[src/rtl/sync_debounce.sv]
// sync_debounce: multi-flop synchroniser followed by an enable-qualified
// debounce FSM.
//
// The raw pin is synchronised through SYNC_STAGES flops. A new level is
// accepted only after it has been seen on DEBOUNCE_CYCLES consecutive
// enabled cycles. q is a registered output.
//
// Build option:
//   SYNC_DEBOUNCE_EDGE_EN  defined   -> rise/fall/glitch are registered
//                                       one-cycle pulses
//   SYNC_DEBOUNCE_EDGE_EN  undefined -> rise/fall/glitch are tied to 0 and
//                                       no flops exist for them
// q timing is identical in both builds.
//
// state     | meaning
// ----------+---------------------------------------------------------
// STABLE_LO | accepted level is 0, no change pending
// WAIT_HI   | s is 1, counting enabled cycles before accepting 1
// STABLE_HI | accepted level is 1, no change pending
// WAIT_LO   | s is 0, counting enabled cycles before accepting 0

module sync_debounce #(
    parameter int SYNC_STAGES     = 2,
    parameter int DEBOUNCE_CYCLES = 4
) (
    input  logic clk,
    input  logic reset,
    input  logic data,
    input  logic en,
    output logic q,
    output logic rise,
    output logic fall,
    output logic glitch
);

    localparam int              CW       = $clog2(DEBOUNCE_CYCLES + 1);
    // cnt reaching this value on a matching enabled cycle completes the wait
    localparam logic [CW-1:0]   CNT_LAST = CW'(DEBOUNCE_CYCLES - 1);
    // a single accepted cycle needs no WAIT state at all
    localparam bit              DIRECT   = (DEBOUNCE_CYCLES == 1);

    typedef enum logic [1:0] {
        STABLE_LO = 2'd0,
        WAIT_HI   = 2'd1,
        STABLE_HI = 2'd2,
        WAIT_LO   = 2'd3
    } state_t;

    logic [SYNC_STAGES-1:0] sync_q;
    logic                   s;
    state_t                 state;
    state_t                 state_nxt;
    logic [CW-1:0]          cnt;
    logic [CW-1:0]          cnt_nxt;
    logic                   q_r;
    logic                   q_nxt;

    // Synchroniser chain: shifts every clock, independent of en.
    always_ff @(posedge clk or posedge reset) begin
        if (reset) begin
            sync_q <= '0;
        end else begin
            sync_q <= {sync_q[SYNC_STAGES-2:0], data};
        end
    end

    assign s = sync_q[SYNC_STAGES-1];

    // State, counter and debounced level registers.
    always_ff @(posedge clk or posedge reset) begin
        if (reset) begin
            state <= STABLE_LO;
            cnt   <= '0;
            q_r   <= 1'b0;
        end else begin
            state <= state_nxt;
            cnt   <= cnt_nxt;
            q_r   <= q_nxt;
        end
    end

    // Next-state and counter logic; everything holds while en is low.
    always_comb begin
        state_nxt = state;
        cnt_nxt   = cnt;
        if (en) begin
            case (state)
                STABLE_LO: begin
                    if (s) begin
                        if (DIRECT) begin
                            state_nxt = STABLE_HI;
                            cnt_nxt   = '0;
                        end else begin
                            state_nxt = WAIT_HI;
                            cnt_nxt   = CW'(1);
                        end
                    end
                end
                WAIT_HI: begin
                    if (s) begin
                        if (cnt == CNT_LAST) begin
                            state_nxt = STABLE_HI;
                            cnt_nxt   = '0;
                        end else begin
                            cnt_nxt = cnt + 1'b1;
                        end
                    end else begin
                        state_nxt = STABLE_LO;
                        cnt_nxt   = '0;
                    end
                end
                STABLE_HI: begin
                    if (!s) begin
                        if (DIRECT) begin
                            state_nxt = STABLE_LO;
                            cnt_nxt   = '0;
                        end else begin
                            state_nxt = WAIT_LO;
                            cnt_nxt   = CW'(1);
                        end
                    end
                end
                WAIT_LO: begin
                    if (!s) begin
                        if (cnt == CNT_LAST) begin
                            state_nxt = STABLE_LO;
                            cnt_nxt   = '0;
                        end else begin
                            cnt_nxt = cnt + 1'b1;
                        end
                    end else begin
                        state_nxt = STABLE_HI;
                        cnt_nxt   = '0;
                    end
                end
                default: begin
                    state_nxt = STABLE_LO;
                    cnt_nxt   = '0;
                end
            endcase
        end
    end

    // q is 1 in the high stable state and while a pending fall is unconfirmed.
    always_comb begin
        q_nxt = (state_nxt == STABLE_HI) || (state_nxt == WAIT_LO);
    end

    assign q = q_r;

`ifdef SYNC_DEBOUNCE_EDGE_EN
    logic rise_r;
    logic fall_r;
    logic glitch_r;
    logic glitch_nxt;

    // A pending change is abandoned when s returns to the accepted level.
    always_comb begin
        glitch_nxt = en && (((state == WAIT_HI) && !s) ||
                            ((state == WAIT_LO) &&  s));
    end

    // Pulses line up with the cycle in which q first shows its new value.
    always_ff @(posedge clk or posedge reset) begin
        if (reset) begin
            rise_r   <= 1'b0;
            fall_r   <= 1'b0;
            glitch_r <= 1'b0;
        end else begin
            rise_r   <=  q_nxt & ~q_r;
            fall_r   <= ~q_nxt &  q_r;
            glitch_r <= glitch_nxt;
        end
    end

    assign rise   = rise_r;
    assign fall   = fall_r;
    assign glitch = glitch_r;
`else
    assign rise   = 1'b0;
    assign fall   = 1'b0;
    assign glitch = 1'b0;
`endif

endmodule

[config.mk]
export PLATFORM = sky130hd
export DESIGN_NAME = sync_debounce
export DESIGN_NICKNAME = d
export VERILOG_FILES = /design/src/rtl/sync_debounce.sv
export SDC_FILE = /design/constraint.sdc
export NUM_CORES = 1
export LEC_CHECK = 0
export ABC_AREA = 0
export BUFFER_PORTS_ARGS = -buffer_cell sky130_fd_sc_hd__buf_2
export CORE_AREA = 2 2 39 41
export DETAILED_ROUTE_END_ITERATION = 7
export DIE_AREA = 0 0 41 43
export PLACE_DENSITY = 0.48
export SYNTH_ARGS = -nofsm -noshare
export SYNTH_HDL_FRONTEND = slang
export SYNTH_SLANG_ARGS = --single-unit
export TNS_END_PERCENT = 5
[constraint.sdc]
create_clock -name clk -period 2.15 [get_ports clk]
set_clock_uncertainty 0.15 [all_clocks]
set_input_delay 0.215 -clock clk [delete_from_list [all_inputs] [get_ports clk]]
set_output_delay 0.215 -clock clk [all_outputs]
set_load 0.05 [all_outputs]
Yosys cells after proc, flatten, opt, wreduce, memory -nomap -nowiden
Cells that the tools add are included.
{"block": "totals", "mem_count": 0, "register_bits": 8, "ramBits": 0, "input_bits": 4, "latch_bits": 0, "rom_bits": 0, "wordCells": 30, "output_inout_bits": 4}
{"block": "classes", "bitwise": 0, "div_mod_pow": 0, "shift": 0, "magnitude_cmp": 0, "mux": 14, "n_addsub": 1, "n_eq_ne": 8, "n_mul": 0, "n_reduce_logical": 3}
{"op": "two-way mux 3 bit", "count": 5}
{"op": "two-way mux 2 bit", "count": 7}
{"op": "one-hot mux 3 bit (4 select lines)", "count": 1}
{"op": "equality test 2 bit (second input constant)", "count": 4}
{"op": "one-hot mux 2 bit (4 select lines)", "count": 1}
{"op": "!= test 2 bit (second input constant)", "count": 2}
{"op": "adder 3 x 1 -> 3 bit (second input constant)", "count": 1}
{"op": "equality test 3 x 2 -> 1 bit (second input constant)", "count": 1}
{"op": "AND reduction 3 bit", "count": 1}
{"op": "equality test 2 x 1 -> 1 bit (second input constant)", "count": 1}
{"op": "zero test 2 bit", "count": 1}
{"op": "logical OR 1 bit", "count": 1}

Logic depth before layout (Yosys ltp)
{"block": "logic_depth", "ltp_word": 7, "depth_mapped": 4, "mapped_depth_nobuf": 4}

Worst setup path before layout
No wires, ideal clock.
{"block": "synth_path", "path_type": "reg2reg", "startpoint": "register cnt[0]", "endpoint": "register q_r (netlist: q)", "slack_ns": 0.741, "setup_ns": 0.125, "required_time_ns": 1.875, "stages_incl_launch_ff": 5, "path_buffers": 0, "t_arrival_ns": 1.135, "period_less_slack_ns": 1.409, "path_cell_list": "dfrtp_1 ha_1 nor2b_1 nand3_1 mux2_2"}
{"block": "synth_via", "elab_chain_len": 7, "elab_cells_between_ends": 10, "classes_between": "eq/ne: 3; mux: 6; reduce/logical: 1"}
{"item": "from (decl)", "line_no": "53", "source": "logic [CW-1:0] cnt;"}
{"item": "from (signal assigned)", "line_no": "77", "source": "cnt <= cnt_nxt;"}
{"item": "equality test 3 x 2 -> 1 bit (*)", "line_no": "101, 125"}
{"item": "two-way mux 2 bit, on equally long branches", "line_no": "125, 101"}
{"item": "two-way mux 2 bit, on equally long branches", "line_no": "124, 100"}
{"item": "one-hot mux 2 bit (4 select lines) (*)", "line_no": "87", "source": "case (state)"}
{"item": "two-way mux 2 bit (*)", "line_no": "86", "source": "if (en) begin"}
{"item": "equality test 2 bit", "line_no": "146", "source": "q_nxt = (state_nxt == STABLE_HI) || (state_nxt == WAIT_LO);"}
{"item": "logical OR 1 bit (*)", "line_no": "146"}
{"item": "named net q_nxt", "line_no": "56", "source": "logic q_nxt;"}
{"item": "to (signal assigned)", "line_no": "78", "source": "q_r <= q_nxt;"}
{"item": "to (decl)", "line_no": "55", "source": "logic q_r;"}
The timed path passes the listed nets; every way through them passes the cells marked *.
A chain may end at the register's enable or synchronous reset.

Final worst setup path
{"block": "layout_path", "startpoint": "register cnt[0]", "endpoint": "register state[1]"}
{"block": "layout_via", "elab_chain_len": 5, "elab_cells_between_ends": 7, "classes_between": "eq/ne: 1; mux: 6"}
{"item": "equality test 3 x 2 -> 1 bit (*)", "line_no": "101, 125"}
{"item": "two-way mux 2 bit, on equally long branches", "line_no": "125, 101"}
{"item": "two-way mux 2 bit, on equally long branches", "line_no": "124, 100"}
{"item": "one-hot mux 2 bit (4 select lines) (*)", "line_no": "87"}
{"item": "two-way mux 2 bit (*)", "line_no": "86"}
{"item": "named net state_nxt[1]", "line_no": "52", "source": "state_t state_nxt;"}
{"item": "to (signal assigned)", "line_no": "76", "source": "state <= state_nxt;"}
{"item": "to (decl)", "line_no": "51", "source": "state_t state;"}
Marked as above.

==> flow_summary.json <==
{
  "ys_ff_latch": 8,
  "synth_top_family_by_area": "multiplexers",
  "leakagePower_nw": 0.2048,
  "place_congestion": 0.6062,
  "grt_max_degree": 9,
  "area_delta_synth_final_pct": 18.24,
  "grt_overflow": 0,
  "grt_pass1_vias": 239,
  "power.switching_mw": 0.1859,
  "die_w_um": 41,
  "cts_tree": "yes",
  "ant_nets": 0,
  "multi_input_area_um2": 147.6,
  "crit_type": "register to register",
  "finalMaxSlewViolations": 0,
  "worst_slack_ns": 0.6698,
  "crit_path_start_kind": "register",
  "io_pins": 8,
  "hp-class": "primary input to register",
  "clock_latency_ns": 0.24,
  "whs_ns": 0.1436,
  "drive_gt1_share_pct": 31.58,
  "vias": 228,
  "yosysSeqAreaShare_pct": 54.05,
  "cts_setup_buffers": 0,
  "cp-end-kind": "register",
  "grt_util_met1_pct": 9.060,
  "start_util_pct": 26.76,
  "core_um2": 1384,
  "dpl.hpwl_um": 422.7,
  "clockPowerShare_pct": 20.3,
  "power_mw": 0.5293,
  "nFillCells": 145,
  "crit_arrival_ns": 1.46,
  "portBuffers": 4,
  "rsz0062_at_grt": "false",
  "max_freq_mhz": 675.6,
  "power_frac_seq_pct": 45.1,
  "wirelength_um": 525,
  "dp_slack_ns": 0.6638,
  "wl_per_cell_um": 9.722,
  "die_area_um2": 1763,
  "fin_util_pct": 31.65,
  "regArea_um2": 200.2,
  "grt_pass1_wl_um": 917,
  "tns_ns": 0,
  "design_area_um2": 437.9,
  "met3_usage_pct": 1.571,
  "hold_viol": 0,
  "synth_warnings": 0,
  "p_int_mw": 0.3434,
  "path_max_fanout": 3,
  "fin_crit_ns": 1.480,
  "drcViolationCount": 0,
  "nets": 45,
  "synth_simple_gate_area_share_pct": 6.757,
  "dp_cells": 49,
  "p_sw_share_pct": 35.13,
  "first_pass_iters": 2,
  "drt_iter0_markers": 1,
  "clock-sinks": 8,
  "synth_xor_area_share_pct": 4.392,
  "antenna_found_initial": 0,
  "cts_made_buffers": 3,
  "powerDensity_nw_per_um2": 1209,
  "synth_fa_ha_area_share_pct": 3.378,
  "period_share_pct": 68.85,
  "ir_drop_uv": 399.6,
  "ys_types": 16,
  "die_y_um": 43,
  "synth_area_um2": 370.4,
  "avgSynthCellArea_um2": 12.35,
  "diodes": 0,
  "synth_compound_area_share_pct": 10.14,
  "status": "finished, final reports clean",
  "use_met2_pct": 11.56,
  "cts.root.buffer_cell": "clkbuf_4",
  "syn_inst": 30,
  "setup_viol": 0,
  "track_usage_pct": 8.342,
  "required_ns": 2.13,
  "vias_per_cell": 4.222,
  "synthMuxAreaShare_pct": 12.16,
  "place_area_um2": 395.4,
  "htreeDepth": 1,
  "rows": 14,
  "final_cells": 54,
  "clockBufferDepth": 2,
  "grt_busiest_layer": "met2",
  "clk_pin_slew_ns": 0.05,
  "p_comb_share_pct": 34.7,
  "drv_cap": 0
}
## synth_stat cells
| master | n | area [µm²] |
|---|---|---|
| mux2_2 | 4 | 45.04 |
| o21ai_0 | 1 | 5.000 |
| dfrtp_1 | 8 | 200.2 |
| buf_4 | 3 | 22.52 |
| nor2b_1 | 1 | 6.260 |
| a21boi_0 | 1 | 7.510 |
| conb_1 | 1 | 3.750 |
| inv_1 | 2 | 7.510 |
| o21a_1 | 1 | 7.510 |
| ha_1 | 1 | 12.51 |
| a21boi_1 | 1 | 7.510 |
| nand3_1 | 1 | 5.000 |
| nand4_1 | 1 | 6.260 |
| xor2_2 | 1 | 16.27 |
| nand3b_1 | 1 | 7.510 |
| a21oi_1 | 2 | 10.01 |
## power groups by stage
stage | logic, mW | clock network [mW] | registers (mW)
after floorplan | 0.124 | 0 | 0.266
after global placement | 0.176 | 0 | 0.240
after detailed placement | 0.184 | 0 | 0.241
after CTS | 0.188 | 0.115 | 0.239
after global routing | 0.205 | 0.121 | 0.248
final | 0.183 | 0.107 | 0.238
## per-layer routing
metal,wire [µm],up-vias
met5,0,-
met4,0,0
met3,19,0
met2,291,3
met1,214,113
li1,-,112
## registers in the layout, summed over array words and instances (netlist names)
register  cells
state         2
sync_q        2
cnt           3
q             1
## worst paths after layout
check	startpoint	endpoint	slack [ns]	cells past startpoint
hold reg to reg	sync_q[0]	sync_q[1]	0.20	0
setup reg to reg	cnt[0]	state[1]	0.67	4
max in group asynchronous	reset	sync_q[1]	1.32	3
min in group asynchronous	reset	cnt[2]	0.30	3
hold / removal	en	state[0]	0.14	2
setup / recovery	cnt[0]	state[1]	0.67	4
## critical path: stages, from the launching register on
cell and delay (ns):
dfrtp_1 0.39, ha_1 0.21, nor2b_1 0.15, nand3_1 0.12, mux2_2 0.34
## cells by family (layout without fill, tap and decap cells)
logic type                 count (synthesis)  in the layout
adders and majority gates                  1              1
and+or+nand+nor                            4              4
other                                      1              3
AOI/OAI and AO/OA                          6              6
xor gates and xnor gates                   1              1
buffers and inverters                      5             11
DFF                                        8              8
muxes                                      4              4
## cell usage in the layout, fill, tap and decap left out
master,n
xor2_2,1
o21ai_0,1
conb_1,3
mux2_2,4
inv_1,2
a21boi_0,1
a21oi_1,2
buf_2,4
o21a_1,1
nor2b_1,1
ha_1,1
nand3_1,1
nand4_1,1
dlygate4sd3_1,2
a21boi_1,1
dfrtp_1,8
nand3b_1,1
clkbuf_4,3
## layout make-up
class	instances	area share, %
Sequential cell	8	45.71
Timing Repair Buffer	6	9.143
Clock buffer	3	5.143
Inverter	2	1.714
Multi-Input combinational cell	19	33.71
Tap cell	16	4.571
## timing repair
action,in CTS,in global routing
gates resized for setup,0,0
endpoints found under the hold margin,9,0
hold buffers,2,0
No activity file was read; power rests on OpenSTA's default activity.
